File: config.mk
export PLATFORM = sky130hd
export DESIGN_NAME = xor_fold_sched
export DESIGN_NICKNAME = d
export VERILOG_FILES = /design/src/rtl/xfs_pkg.sv /design/src/rtl/xor_fold_stage.sv /design/src/rtl/xor_fold_sched.sv
export SDC_FILE = /design/constraint.sdc
export NUM_CORES = 1
export LEC_CHECK = 0
export BUFFER_PORTS_ARGS = -buffer_cell sky130_fd_sc_hd__buf_2
export CAP_MARGIN = 0
export CORE_MARGIN = 5
export CORE_UTILIZATION = 40
export CTS_CLUSTER_DIAMETER = 120
export DETAILED_ROUTE_END_ITERATION = 8
export GPL_TIMING_DRIVEN = 0
export PLACE_DENSITY = 0.57
export RECOVER_POWER = 50
export SLEW_MARGIN = 20
export SYNTH_ARGS = -nofsm -noshare
export SYNTH_HDL_FRONTEND = slang
export SYNTH_HIERARCHICAL = 1
export SYNTH_SLANG_ARGS = --single-unit
File: constraint.sdc
create_clock -name clk -period 3.5 [get_ports clk]
set_input_delay 0.175 -clock clk [delete_from_list [all_inputs] [get_ports clk]]
set_output_delay 0.175 -clock clk [all_outputs]
set_load 0.03 [all_outputs]
File: src/rtl/xfs_pkg.sv
// Shared types and constants for the XOR-fold scheduler.
// XFS_BYPASS_EN: when defined, level 0 skips folding and returns the word unchanged.
package xfs_pkg;

  localparam int unsigned DATA_W  = 32;
  localparam int unsigned MAX_LVL = 5;
  localparam int unsigned LVL_W   = 3;
  localparam int unsigned WID_W   = 6;

  typedef logic [LVL_W-1:0] lvl_t;
  typedef logic [WID_W-1:0] width_t;

  localparam logic [1:0] ST_IDLE = 2'd0;
  localparam logic [1:0] ST_FOLD = 2'd1;
  localparam logic [1:0] ST_DONE = 2'd2;

  typedef enum logic [1:0] {
    XFS_IDLE = ST_IDLE,
    XFS_FOLD = ST_FOLD,
    XFS_DONE = ST_DONE
  } xfs_state_e;

  // Effective fold count: clamp to MAX_LVL; level 0 is a bypass or a single fold.
  function automatic lvl_t eff_lvl(input lvl_t lvl);
    lvl_t r;
    if (lvl > lvl_t'(MAX_LVL)) begin
      r = lvl_t'(MAX_LVL);
    end else if (lvl == lvl_t'(0)) begin
`ifdef XFS_BYPASS_EN
      r = lvl_t'(0);
`else
      r = lvl_t'(1);
`endif
    end else begin
      r = lvl;
    end
    return r;
  endfunction

endpackage

File: src/rtl/xor_fold_stage.sv
// One combinational fold level: low half of the active width XORed with the high half, rest cleared.
module xor_fold_stage
  import xfs_pkg::*;
(
  input  logic [DATA_W-1:0] i_word,
  input  width_t            i_width,
  output logic [DATA_W-1:0] o_word
);

  logic [WID_W-1:0]  w_half;
  logic [DATA_W-1:0] w_mask;

  assign w_half = i_width >> 1;
  assign w_mask = (DATA_W'(1) << w_half) - DATA_W'(1);
  assign o_word = (i_word ^ (i_word >> w_half)) & w_mask;

endmodule

File: src/rtl/xor_fold_sched.sv
// Two-requester round-robin scheduler that folds a 32-bit word down by XOR, one level per cycle.
// XFS_BYPASS_EN: when defined, level-0 jobs go straight to DONE with the word unchanged.
module xor_fold_sched
  import xfs_pkg::*;
(
  input  logic              clk,
  input  logic              rst,
  input  logic              a_valid,
  input  logic [DATA_W-1:0] a_data,
  input  logic [LVL_W-1:0]  a_lvl,
  output logic              a_ready,
  input  logic              b_valid,
  input  logic [DATA_W-1:0] b_data,
  input  logic [LVL_W-1:0]  b_lvl,
  output logic              b_ready,
  output logic              out_valid,
  output logic [DATA_W-1:0] out_data,
  output logic              out_id,
  input  logic              out_ready
);

  logic [1:0]        r_state;
  logic [DATA_W-1:0] r_work;
  width_t            r_width;
  lvl_t              r_lvl;
  logic              r_id;
  logic              r_last_b;
  logic              r_rdy_en;
  logic              r_out_valid;
  logic [DATA_W-1:0] r_out_data;
  logic              r_out_id;

  logic [1:0]        w_state_nxt;
  logic [DATA_W-1:0] w_work_nxt;
  width_t            w_width_nxt;
  lvl_t              w_lvl_nxt;
  logic              w_id_nxt;
  logic              w_last_b_nxt;
  logic              w_out_valid_nxt;
  logic [DATA_W-1:0] w_out_data_nxt;
  logic              w_out_id_nxt;

  logic              w_idle_rdy;
  logic              w_pick_a;
  logic              w_pick_b;
  logic              w_accept;
  logic [DATA_W-1:0] w_acc_data;
  lvl_t              w_acc_lvl;
  logic [DATA_W-1:0] w_folded;

  // Grants are only offered in IDLE, and never in the first cycle after reset.
  assign w_idle_rdy = (r_state == ST_IDLE) && r_rdy_en && !rst;
  assign w_pick_a   = a_valid && (!b_valid || r_last_b);
  assign w_pick_b   = b_valid && (!a_valid || !r_last_b);
  assign a_ready    = w_idle_rdy && w_pick_a;
  assign b_ready    = w_idle_rdy && w_pick_b;
  assign w_accept   = w_idle_rdy && (a_valid || b_valid);
  assign w_acc_data = w_pick_b ? b_data : a_data;
  assign w_acc_lvl  = eff_lvl(w_pick_b ? b_lvl : a_lvl);

  assign out_valid = r_out_valid && !rst;
  assign out_data  = rst ? '0 : r_out_data;
  assign out_id    = r_out_id && !rst;

  xor_fold_stage u_stage (
    .i_word  (r_work),
    .i_width (r_width),
    .o_word  (w_folded)
  );

  always_comb begin
    w_state_nxt  = r_state;
    w_work_nxt   = r_work;
    w_width_nxt  = r_width;
    w_lvl_nxt    = r_lvl;
    w_id_nxt     = r_id;
    w_last_b_nxt = r_last_b;
    case (r_state)
      ST_IDLE: begin
        if (w_accept) begin
          w_work_nxt   = w_acc_data;
          w_width_nxt  = width_t'(DATA_W);
          w_lvl_nxt    = w_acc_lvl;
          w_id_nxt     = w_pick_b;
          w_last_b_nxt = w_pick_b;
          w_state_nxt  = (w_acc_lvl == lvl_t'(0)) ? ST_DONE : ST_FOLD;
        end
      end
      ST_FOLD: begin
        w_work_nxt  = w_folded;
        w_width_nxt = r_width >> 1;
        w_lvl_nxt   = r_lvl - lvl_t'(1);
        if (r_lvl <= lvl_t'(1)) begin
          w_state_nxt = ST_DONE;
        end
      end
      ST_DONE: begin
        if (out_ready) begin
          w_state_nxt = ST_IDLE;
        end
      end
      default: w_state_nxt = ST_IDLE;
    endcase
    // Result ports track the work register only while in DONE, zero elsewhere.
    w_out_valid_nxt = (w_state_nxt == ST_DONE);
    w_out_data_nxt  = w_out_valid_nxt ? w_work_nxt : '0;
    w_out_id_nxt    = w_out_valid_nxt && w_id_nxt;
  end

  always_ff @(posedge clk) begin
    if (rst) begin
      r_state     <= ST_IDLE;
      r_work      <= '0;
      r_width     <= width_t'(DATA_W);
      r_lvl       <= '0;
      r_id        <= 1'b0;
      r_last_b    <= 1'b1;
      r_rdy_en    <= 1'b0;
      r_out_valid <= 1'b0;
      r_out_data  <= '0;
      r_out_id    <= 1'b0;
    end else begin
      r_state     <= w_state_nxt;
      r_work      <= w_work_nxt;
      r_width     <= w_width_nxt;
      r_lvl       <= w_lvl_nxt;
      r_id        <= w_id_nxt;
      r_last_b    <= w_last_b_nxt;
      r_rdy_en    <= 1'b1;
      r_out_valid <= w_out_valid_nxt;
      r_out_data  <= w_out_data_nxt;
      r_out_id    <= w_out_id_nxt;
    end
  end

endmodule

==> results of run 1 <==
[area by class of cell]
cell class	instances	area [µm²]
Tap cell	211	264
Clock inverter	5	81.3
Sequential cell	79	1580
Buffer	66	365
Inverter	9	33.8
Multi-Input combinational cell	606	4260
Clock buffer	11	243
Timing Repair Buffer	109	502
Fill cell	1530	7930
[where the power goes]
group | internal, mW | switching [mW] | leakage, nW
Combinational | 0.180 | 0.282 | 1.80
Clock | 0.644 | 0.379 | 0.156
Sequential | 0.927 | 0.0529 | 0.640
[flip-flops by register name, summed over array words and instances (netlist names)]
register,flops
r_out_data,32
r_work,32
r_width,5
r_lvl,3
r_state,2
r_id,1
r_last_b,1
r_out_id,1
r_out_valid,1
r_rdy_en,1
[layout by cell type (no fill, tap or decap), types with 5 or more instances in the layout]
cell       count
a22o_1        42
xnor2_1        8
nor3_1        28
or3_1          5
mux2i_1       32
dfxtp_1       79
mux4_2        26
and2_1         6
nand3_1        5
a31oi_1        5
a22oi_1       37
buf_2         87
o21ai_0       47
buf_4          8
o22ai_1        7
nor3b_1        5
nor2b_1       40
clkbuf_16      9
o21a_1         6
o21ai_1        8
nand2_1       93
inv_1          9
clkbuf_1      68
nor2_1        31
buf_6          8
a21oi_1       86
[through the flow]
step | TNS [ns] | hold slack, ns | power [mW] | std cells | instance area [µm²]
after floorplan | 0 | 0.405 | 1.27 | 762 | 6270
after global placement | -7.81 | 0.455 | 1.45 | 1082 | 7080
after detailed placement | -7.16 | 0.473 | 1.45 | 1082 | 7080
after CTS | 0 | 0.207 | 2.48 | 1097 | 7410
after global routing | 0 | 0.228 | 2.55 | 1096 | 7330
final | 0 | 0.206 | 2.47 | 1096 | 7330
[worst register-to-register path, delay by kind of cell, from the launching register on]
family                   cells  cell delay (ns)
AO/OA/AOI/OAI                5             0.83
adder cells (fa/ha/maj)      1             0.20
buffers and inverters        6             1.45
flip-flops                   1             0.40
AND/OR/NAND/NOR              2             0.38
[final timing paths]
path,to,slack (ns)
setup / recovery,r_out_data[4]$_SDFF_PP0_,0.14
hold reg to reg,r_width[3]$_SDFFE_PP0P_,0.49
hold / removal,r_lvl[0]$_SDFFE_PP0P_,0.21
setup reg to reg,r_out_data[4]$_SDFF_PP0_,0.14
[what timing repair did]
item | 4_1_cts | 5_1_grt
setup buffers | 0 | 0
gates resized for setup | 8 | 11
setup endpoints to repair | 28 | 25
hold endpoints to repair | 0 | 0
[layer usage]
| metal | vias up | share of wire, % | routed length, µm | GRT usage, % |
|---|---|---|---|---|
| met5 | - | 0 | 0 | 0 |
| met4 | 0 | 3.4 | 926 | 10.6 |
| met3 | 65 | 8.8 | 2390 | 6.09 |
| met2 | 409 | 46 | 12400 | 46.7 |
| met1 | 3363 | 42 | 11300 | 39.8 |
| li1 | 3088 | - | - | - |
==> results.toml, run 1 <==
[sta]
fin_skew_ns = 0.00696
fmax_mhz = 298
setup_viol = 0
hold_viol_final = 0
worst_slew_pin_slew_ns = 1.29
fin_crit_ns = 3.36
setup_ws_ns = 0.144
slew_headroom_pct = 13.2
grt_setup_unrepaired = "no"
drv_slew = 0
fin_crit_sh_pct = 95.9

[place]
gp_congestion = 0.978
place_ws_ns = -0.479
place_hpwl_um = 21400
io_buffers = 109

[clocking]
path_clk_slew_ns = 0.06
worst_skew_pair.late_latency_ns = 0.34
cts_tree = "yes"
postCtsHoldBufs = 0
h-tree-depth = 3
root_buffer = "clkbuf_16"
cts.sinks = 79
cts_buffer_depth = 2
cts_buffers = 9

[synthesis]
ys_warn_count = 6
postSynthAreaPerCell_um2 = 8.22
netlist_area_um2 = 6270
syn_inst = 762
synth_nets = 840

[setup_path]
cp_slowest_cell = "dfxtp_1"
crit_chain = "buf_6, buf_6, buf_4, inv_1, nand3_1, ha_1, buf_2, clkbuf_4, a22oi_1, o21ai_1, and3_1, a22oi_1, a22o_1, a21oi_1"
critical_path_arrival_ns = 3.61
cp_top_family = "buffers and inverters"
start_kind = "flip-flop"
required_ns = 3.75
crit_path_max_incr_delay_ns = 0.40
worstSetupStartpoint = "r_width[2]$_SDFFE_PP0P_"
r2r-start = "r_width[2]$_SDFFE_PP0P_"
end_kind = "flip-flop"
path_depth = 14
r2r_cells = 14
criticalPathCategory = "reg2reg"
crit_buf_inv = 6
cp_max_fo = 28

[route]
drc = 0
drt_iter0_drc = 678
routed_wl_um = 27100
routed_via_density = 6.32
routedWlPerCell_um = 24.7
dr.pass1.iters = 6
ant_nets = 0
via_count = 6925

[global_routing]
antenna_found_initial = 0
grt_usage_pct = 29.5
grt_max_degree = 20
grt.overflow.total = 0
grt_pass1_wl_um = 41300
grt_pass1_vias = 6979

[finish]
drive_above_1_share_pct = 19.2
areaGrowthSynthToFinish_pct = 17.0
fin_nets = 958
final_core_util_pct = 48.0
antenna_cells = 0

[floorplanning]
ios = 111
rows = 45
start_util_pct = 41.1
die_area_um2 = 18300
fp.dieW_um = 135
die_height_um = 135
core_um2 = 15300

[power_and_ir_drop]
ir_drop_mv = 0.273
cellLeakagePower_nw = 2.59
pwr_density_cell_nw_per_um2 = 336

[min_path]
worstHoldStart = "a_lvl[0]"
min_path_type = "in2reg"
hold_path_depth = 4

[job]
maxCapViolCount = 0

[run_status]
status = "finished, final reports clean"
(Power assumes the default switching activity.)
==> inputs of run 2 (changes only) <==
--- a/config.mk
+++ b/config.mk
@@ -8,11 +8,11 @@
 export BUFFER_PORTS_ARGS = -buffer_cell sky130_fd_sc_hd__buf_2
 export CAP_MARGIN = 0
 export CORE_MARGIN = 5
-export CORE_UTILIZATION = 40
+export CORE_UTILIZATION = 57
 export CTS_CLUSTER_DIAMETER = 120
 export DETAILED_ROUTE_END_ITERATION = 8
 export GPL_TIMING_DRIVEN = 0
-export PLACE_DENSITY = 0.57
+export PLACE_DENSITY = 0.78
 export RECOVER_POWER = 50
 export SLEW_MARGIN = 20
 export SYNTH_ARGS = -nofsm -noshare
==> run 2 against run 1 <==
Wire length down 5.9%. Final cell count down 6.3%. Sequential share of layout area up 0.63 points. First-iteration DRC count up 66%. Global-route usage up 8.9 points. Sequential power about the same. Clock power down 35%. Die area down 28%. Total power down 15%. Non-clock buffer count up 2.
==> results.toml, run 2 (synthesis gave the netlist of run 1 again) <==
[floorplanning]
die_area_um2 = 13200
fp.dieW_um = 115
die_height_um = 115
ios = 111
core_um2 = 10800
start_util_pct = 58.1
rows = 38

[setup_path]
crit_top_cell = "buf_6"
criticalPathCategory = "reg2reg"
end_kind = "flip-flop"
cp_slowest_cell = "o21ai_0"
crit_chain = "buf_6, buf_6, buf_6, buf_4, buf_4, nor2_1, nand2_1, ha_1, clkbuf_4, and2_1, o21ai_0, a21boi_0, mux2_2, a22oi_1, a22o_1, a21oi_1"
reg2reg_slack_ns = 0.02
cp_max_fo = 10
critical_path_arrival_ns = 3.69
required_ns = 3.71
start_kind = "flip-flop"
crit_buf_inv = 6
crit_path_max_incr_delay_ns = 0.38
cp_top_family = "buffers and inverters"

[power_and_ir_drop]
finalPower_mw = 2.10
cellLeakagePower_nw = 2.51
ir_drop_mv = 0.268
pwr_density_cell_nw_per_um2 = 295

[sta]
setup_viol = 0
slew_headroom_pct = 23.2
worst_slew_pin_slew_ns = 1.14
setup_tns_ns = 0
fmax_mhz = 287
fin_crit_sh_pct = 99.4
hold_slack_ns = 0.186
fin_skew_ns = 0.0127
fin_crit_ns = 3.48
drv_slew = 0
hold_viol_final = 0

[finish]
nFillCells = 912
areaGrowthSynthToFinish_pct = 13.6
drive_above_1_share_pct = 19.6
layout_common_cells = "nand2_1 (93), buf_2 (88), a21oi_1 (86)"
layout_commonest_cell = "nand2_1"
fin_nets = 960
top_regs = "r_out_data x32, r_work x32, r_width x5"
final_core_util_pct = 66.0
antenna_cells = 0

[global_routing]
grt.overflow.total = 0
grt_usage_pct = 38.4
grt_max_degree = 16
antenna_found_initial = 0
grt_pass1_vias = 7009
grt_pass1_wl_um = 39200

[clocking]
postCtsHoldBufs = 0
cts_tree = "yes"
root_buffer = "clkbuf_8"
cts_buffers = 9
h-tree-depth = 3
path_clk_slew_ns = 0.09
cts_buffer_depth = 2
worst_skew_pair.late_latency_ns = 0.36
cts_setup_buffers = 0
cts.sinks = 79

[place]
place_hpwl_um = 19500
io_buffers = 109
gp_congestion = 1.06

[route]
routedWlPerCell_um = 24.8
via_count = 7263
dr.pass1.iters = 7
ant_nets = 0
drc = 0
routed_wl_um = 25500
drt_iter0_drc = 1127
routed_via_density = 7.07

[run_status]
status = "finished, final reports clean"

[job]
maxCapViolCount = 0

[min_path]
min_path_type = "in2reg"
==> run 2: cell types whose count changed in the layout (fill, tap and decap cells not counted), sizes merged <==
cell,previous run,this run
bufinv,2,0
inv,9,11
clkbuf,83,84
clkinv,2,3
==> run 2: final timing paths <==
path,from,end,depth (start not counted)
hold / removal,a_lvl[0],r_lvl[0]$_SDFFE_PP0P_,4
setup reg to reg,r_width[2]$_SDFFE_PP0P_,r_out_data[6]$_SDFF_PP0_,16
hold reg to reg,r_width[4]$_SDFFE_PP0P_,r_width[3]$_SDFFE_PP0P_,2
setup / recovery,r_width[2]$_SDFFE_PP0P_,r_out_data[6]$_SDFF_PP0_,16
==> run 2: per-stage QoR <==
stage / instances / setup WS, ns / area [µm²]
finish: 1027 / 0.0210 / 7120
global route: 1027 / -0.0107 / 7120
CTS: 1027 / 0.0226 / 7190
detailed placement: 1011 / -0.394 / 6990
global placement: 1011 / -0.349 / 6990
floorplan: 762 / 0.570 / 6270
==> run 2: final cells by class <==
| cell class | instances | area, µm² | area share [%] |
|---|---|---|---|
| tap | 140 | 175 | 2.46 |
| inverter | 9 | 33.8 | 0.474 |
| timing repair buffer | 109 | 502 | 7.04 |
| clock inverter | 6 | 51.3 | 0.720 |
| sequential | 79 | 1580 | 22.2 |
| clock buffer | 10 | 138 | 1.93 |
| multi-input combinational | 606 | 4270 | 60.0 |
| buffer | 68 | 367 | 5.15 |
==> run 2: repair_timing <==
action | in CTS | in global routing
gates cloned | 0 | 0
setup endpoints to repair | 26 | 20
pin swaps | 0 | 1
resized for setup | 6 | 15
hold endpoints to repair | 0 | 0
==> run 2: per-layer routing <==
layer	GRT usage (%)	part of all wire (%)	vias to the layer above
met1	50.6	37	3391
met4	19.2	5.6	0
met3	7.05	13	115
met2	60.3	44	673
met5	0	0	-
li1	-	-	3084
==> run 2: worst min-delay path: cells and delay by family <==
family	cells	cell delay [ns]
compound gates	1	0.14
buf+inv	1	0.08
simple gates	2	0.13
==> run 2: power by group <==
part | leakage, nW | internal, mW | switching (mW)
Combinational | 1.78 | 0.180 | 0.283
Sequential | 0.640 | 0.926 | 0.0507
Clock | 0.0935 | 0.286 | 0.374
Total | 2.51 | 1.39 | 0.708
==> inputs of run 3 (changes only) <==
--- a/config.mk
+++ b/config.mk
@@ -8,14 +8,13 @@
 export BUFFER_PORTS_ARGS = -buffer_cell sky130_fd_sc_hd__buf_2
 export CAP_MARGIN = 0
 export CORE_MARGIN = 5
-export CORE_UTILIZATION = 57
+export CORE_UTILIZATION = 58
 export CTS_CLUSTER_DIAMETER = 120
 export DETAILED_ROUTE_END_ITERATION = 8
 export GPL_TIMING_DRIVEN = 0
-export PLACE_DENSITY = 0.78
+export PLACE_DENSITY = 0.79
 export RECOVER_POWER = 50
 export SLEW_MARGIN = 20
 export SYNTH_ARGS = -nofsm -noshare
 export SYNTH_HDL_FRONTEND = slang
-export SYNTH_HIERARCHICAL = 1
 export SYNTH_SLANG_ARGS = --single-unit
==> run 3 against run 2 <==
Maximum frequency barely moved. Flip-flop and latch count is the same. Non-clock buffer count grew 19. Die area rose by 6.8%. Global-route usage is 5.9 points higher. Final cell count up 7.5%. Critical path type unchanged. Largest cell class unchanged.
==> results.toml, run 3 <==
[sta]
setup_ws_ns = 0.0226
fmax_mhz = 288
setup_tns_ns = 0
worst_slew_pin_slew_ns = 1.06
fin_crit_ns = 3.48
setup_viol = 0
slew_headroom_pct = 28.2
hold_slack_ns = 0.123
drv_slew = 0
fin_crit_sh_pct = 99.4
hold_viol_final = 0
grt_setup_unrepaired = "no"
fin_skew_ns = 0.00793

[synthesis]
postSynthAreaPerCell_um2 = 8.20
async_reset_ff_share_pct = 0
synthTopCellsByCount = "dfxtp_1 (79), nor2_1 (67), nand2_1 (63), clkbuf_1 (60), a21oi_1 (52)"
netlist_area_um2 = 6850
synthDistinctLibCells = 75
ys_seq_area_share_pct = 23.1
synth_top_area_share_pct = 23.1
yosysMostFrequentCell = "dfxtp_1"
ys_warn_count = 0
synth_edf_count = 0
synthFlopType = "dfxtp_1"
ys_ff_latch = 79
synth_top_cell_by_area = "dfxtp_1"
syn_inst = 835
synth_nets = 912
synth_area_leaders = "dfxtp_1 (23%), mux4_2 (11%), mux2i_1 (5.3%)"

[setup_path]
r2r-start = "r_width[2]$_SDFFE_PP0P_"
critical_path_arrival_ns = 3.70
crit_path_max_incr_delay_ns = 0.45
start_kind = "flip-flop"
reg2reg_slack_ns = 0.02
cp_max_fo = 10
worstSetupStartpoint = "r_width[2]$_SDFFE_PP0P_"
cp_slowest_cell = "o21ai_0"
r2r_cells = 14
crit_chain = "buf_6, buf_12, buf_4, buf_6, nor2_4, nand2_1, ha_1, clkbuf_4, nand2_1, o22ai_1, o21ai_0, o21ai_0, a211oi_1, nor2_1"
end_kind = "flip-flop"
required_ns = 3.72
r2r-end = "r_out_data[18]$_SDFF_PP0_"
criticalPathCategory = "reg2reg"

[power_and_ir_drop]
finalPower_mw = 2.43
ir_drop_mv = 0.356
cellLeakagePower_nw = 2.85
pwr_density_cell_nw_per_um2 = 308

[route]
drc = 0
via_count = 8413
dr.pass1.iters = 6
ant_nets = 0
routed_wl_um = 31900
routed_via_density = 7.62
routedWlPerCell_um = 28.9
drt_iter0_drc = 1620

[finish]
layout_common_cells = "clkbuf_1 (95), buf_2 (84), dfxtp_1 (79)"
drive_above_1_share_pct = 19.4
fin_nets = 1032
finalNonFillerCells = 1104
areaGrowthSynthToFinish_pct = 15.3
top_regs = "r_out_data x32, r_work x32, r_width x5"
layout_commonest_cell = "clkbuf_1"
nFillCells = 943

[floorplanning]
fp.dieW_um = 119
ios = 111
rows = 39
die_area_um2 = 14100
die_height_um = 119
core_um2 = 11500
start_util_pct = 59.5

[clocking]
cts_buffers = 9
cts_setup_buffers = 0
h-tree-depth = 3
root_buffer = "clkbuf_16"
cts.sinks = 79
worst_skew_pair.late_latency_ns = 0.36
path_clk_slew_ns = 0.07
cts_buffer_depth = 2
cts_tree = "yes"

[global_routing]
grt_max_degree = 17
grt.overflow.total = 0
grt_usage_pct = 44.2
grt_pass1_vias = 8015
grt_pass1_wl_um = 47800
antenna_found_initial = 1

[place]
dpl.cell_count = 1087
gp_congestion = 1.14
place_ws_ns = -0.294
io_buffers = 109
place_hpwl_um = 23100

[min_path]
min_to = "r_out_data[31]$_SDFF_PP0_"
hold_path_depth = 3
worstHoldStart = "b_data[31]"
min_path_type = "in2reg"

[run_status]
status = "finished, final reports clean"

[job]
maxCapViolCount = 0
==> run 3: routing by layer <==
layer	wire, µm	up-vias	global-route usage [%]
met5	0	-	0.347
li1	-	3415	-
met3	5290	207	17.0
met4	2540	0	28.0
met1	10900	3884	54.4
met2	13200	907	64.9
==> run 3: worst max path at each step <==
stage	to	depth (start not counted)
floorplan	r_out_data[8]$_SDFF_PP0_	11
detailed placement	r_out_data[10]$_SDFF_PP0_	12
global route	r_out_data[22]$_SDFF_PP0_	10
finish	r_out_data[18]$_SDFF_PP0_	14
global placement	r_out_data[10]$_SDFF_PP0_	12
CTS	r_out_data[22]$_SDFF_PP0_	12
==> run 3: worst max-delay path: cells and delay by family (launching register included) <==
kind | cells | cell delay (ns)
compound gates | 4 | 1.15
buf+inv | 5 | 0.89
simple gates | 4 | 0.68
flops | 1 | 0.31
fa+ha+maj | 1 | 0.30
==> run 3: what timing repair did <==
| item | CTS | global route |
|---|---|---|
| resized for setup | 6 | 12 |
| setup endpoints to repair | 22 | 28 |
| endpoints found under the hold margin | 0 | 0 |
| hold buffers | 0 | 0 |
==> run 3: logic make-up (layout without fill, tap and decap cells) <==
family | count (synthesis) | after routing | share of synthesized area [%]
flops | 79 | 79 | 23.1
mux | 95 | 95 | 21.6
buf+inv | 102 | 227 | 6.54
compound gates | 227 | 227 | 22.8
fa+ha+maj | 2 | 2 | 0.365
other cells | 0 | 1 | 0
xor+xnor | 3 | 3 | 0.384
simple gates | 327 | 327 | 25.2
==> run 3: final cells by class <==
class                           count  area [µm²]  share of cell area [%]
Clock inverter                      7        86.3                    1.09
Antenna cell                        1        2.50                  0.0317
Clock buffer                        9         225                    2.85
Buffer                             87         404                    5.12
Inverter                           15        56.3                   0.713
Sequential cell                    79        1580                    20.0
Timing Repair Buffer              109         502                    6.35
Tap cell                          143         179                    2.27
Multi-Input combinational cell    654        4860                    61.5
==> run 3: power breakdown <==
part           switching [mW]  total (mW)  internal (mW)
clock                   0.437        1.01          0.569
combinational           0.287       0.451          0.163
sequential             0.0473       0.972          0.925
==> run 3: metrics by stage <==
stage / utilization (%) / area [µm²]
after floorplan: - / 6850
after global placement: 65.8 / 7570
after detailed placement: 65.8 / 7570
after CTS: 68.6 / 7900
after global routing: 68.6 / 7900
final: 68.6 / 7900
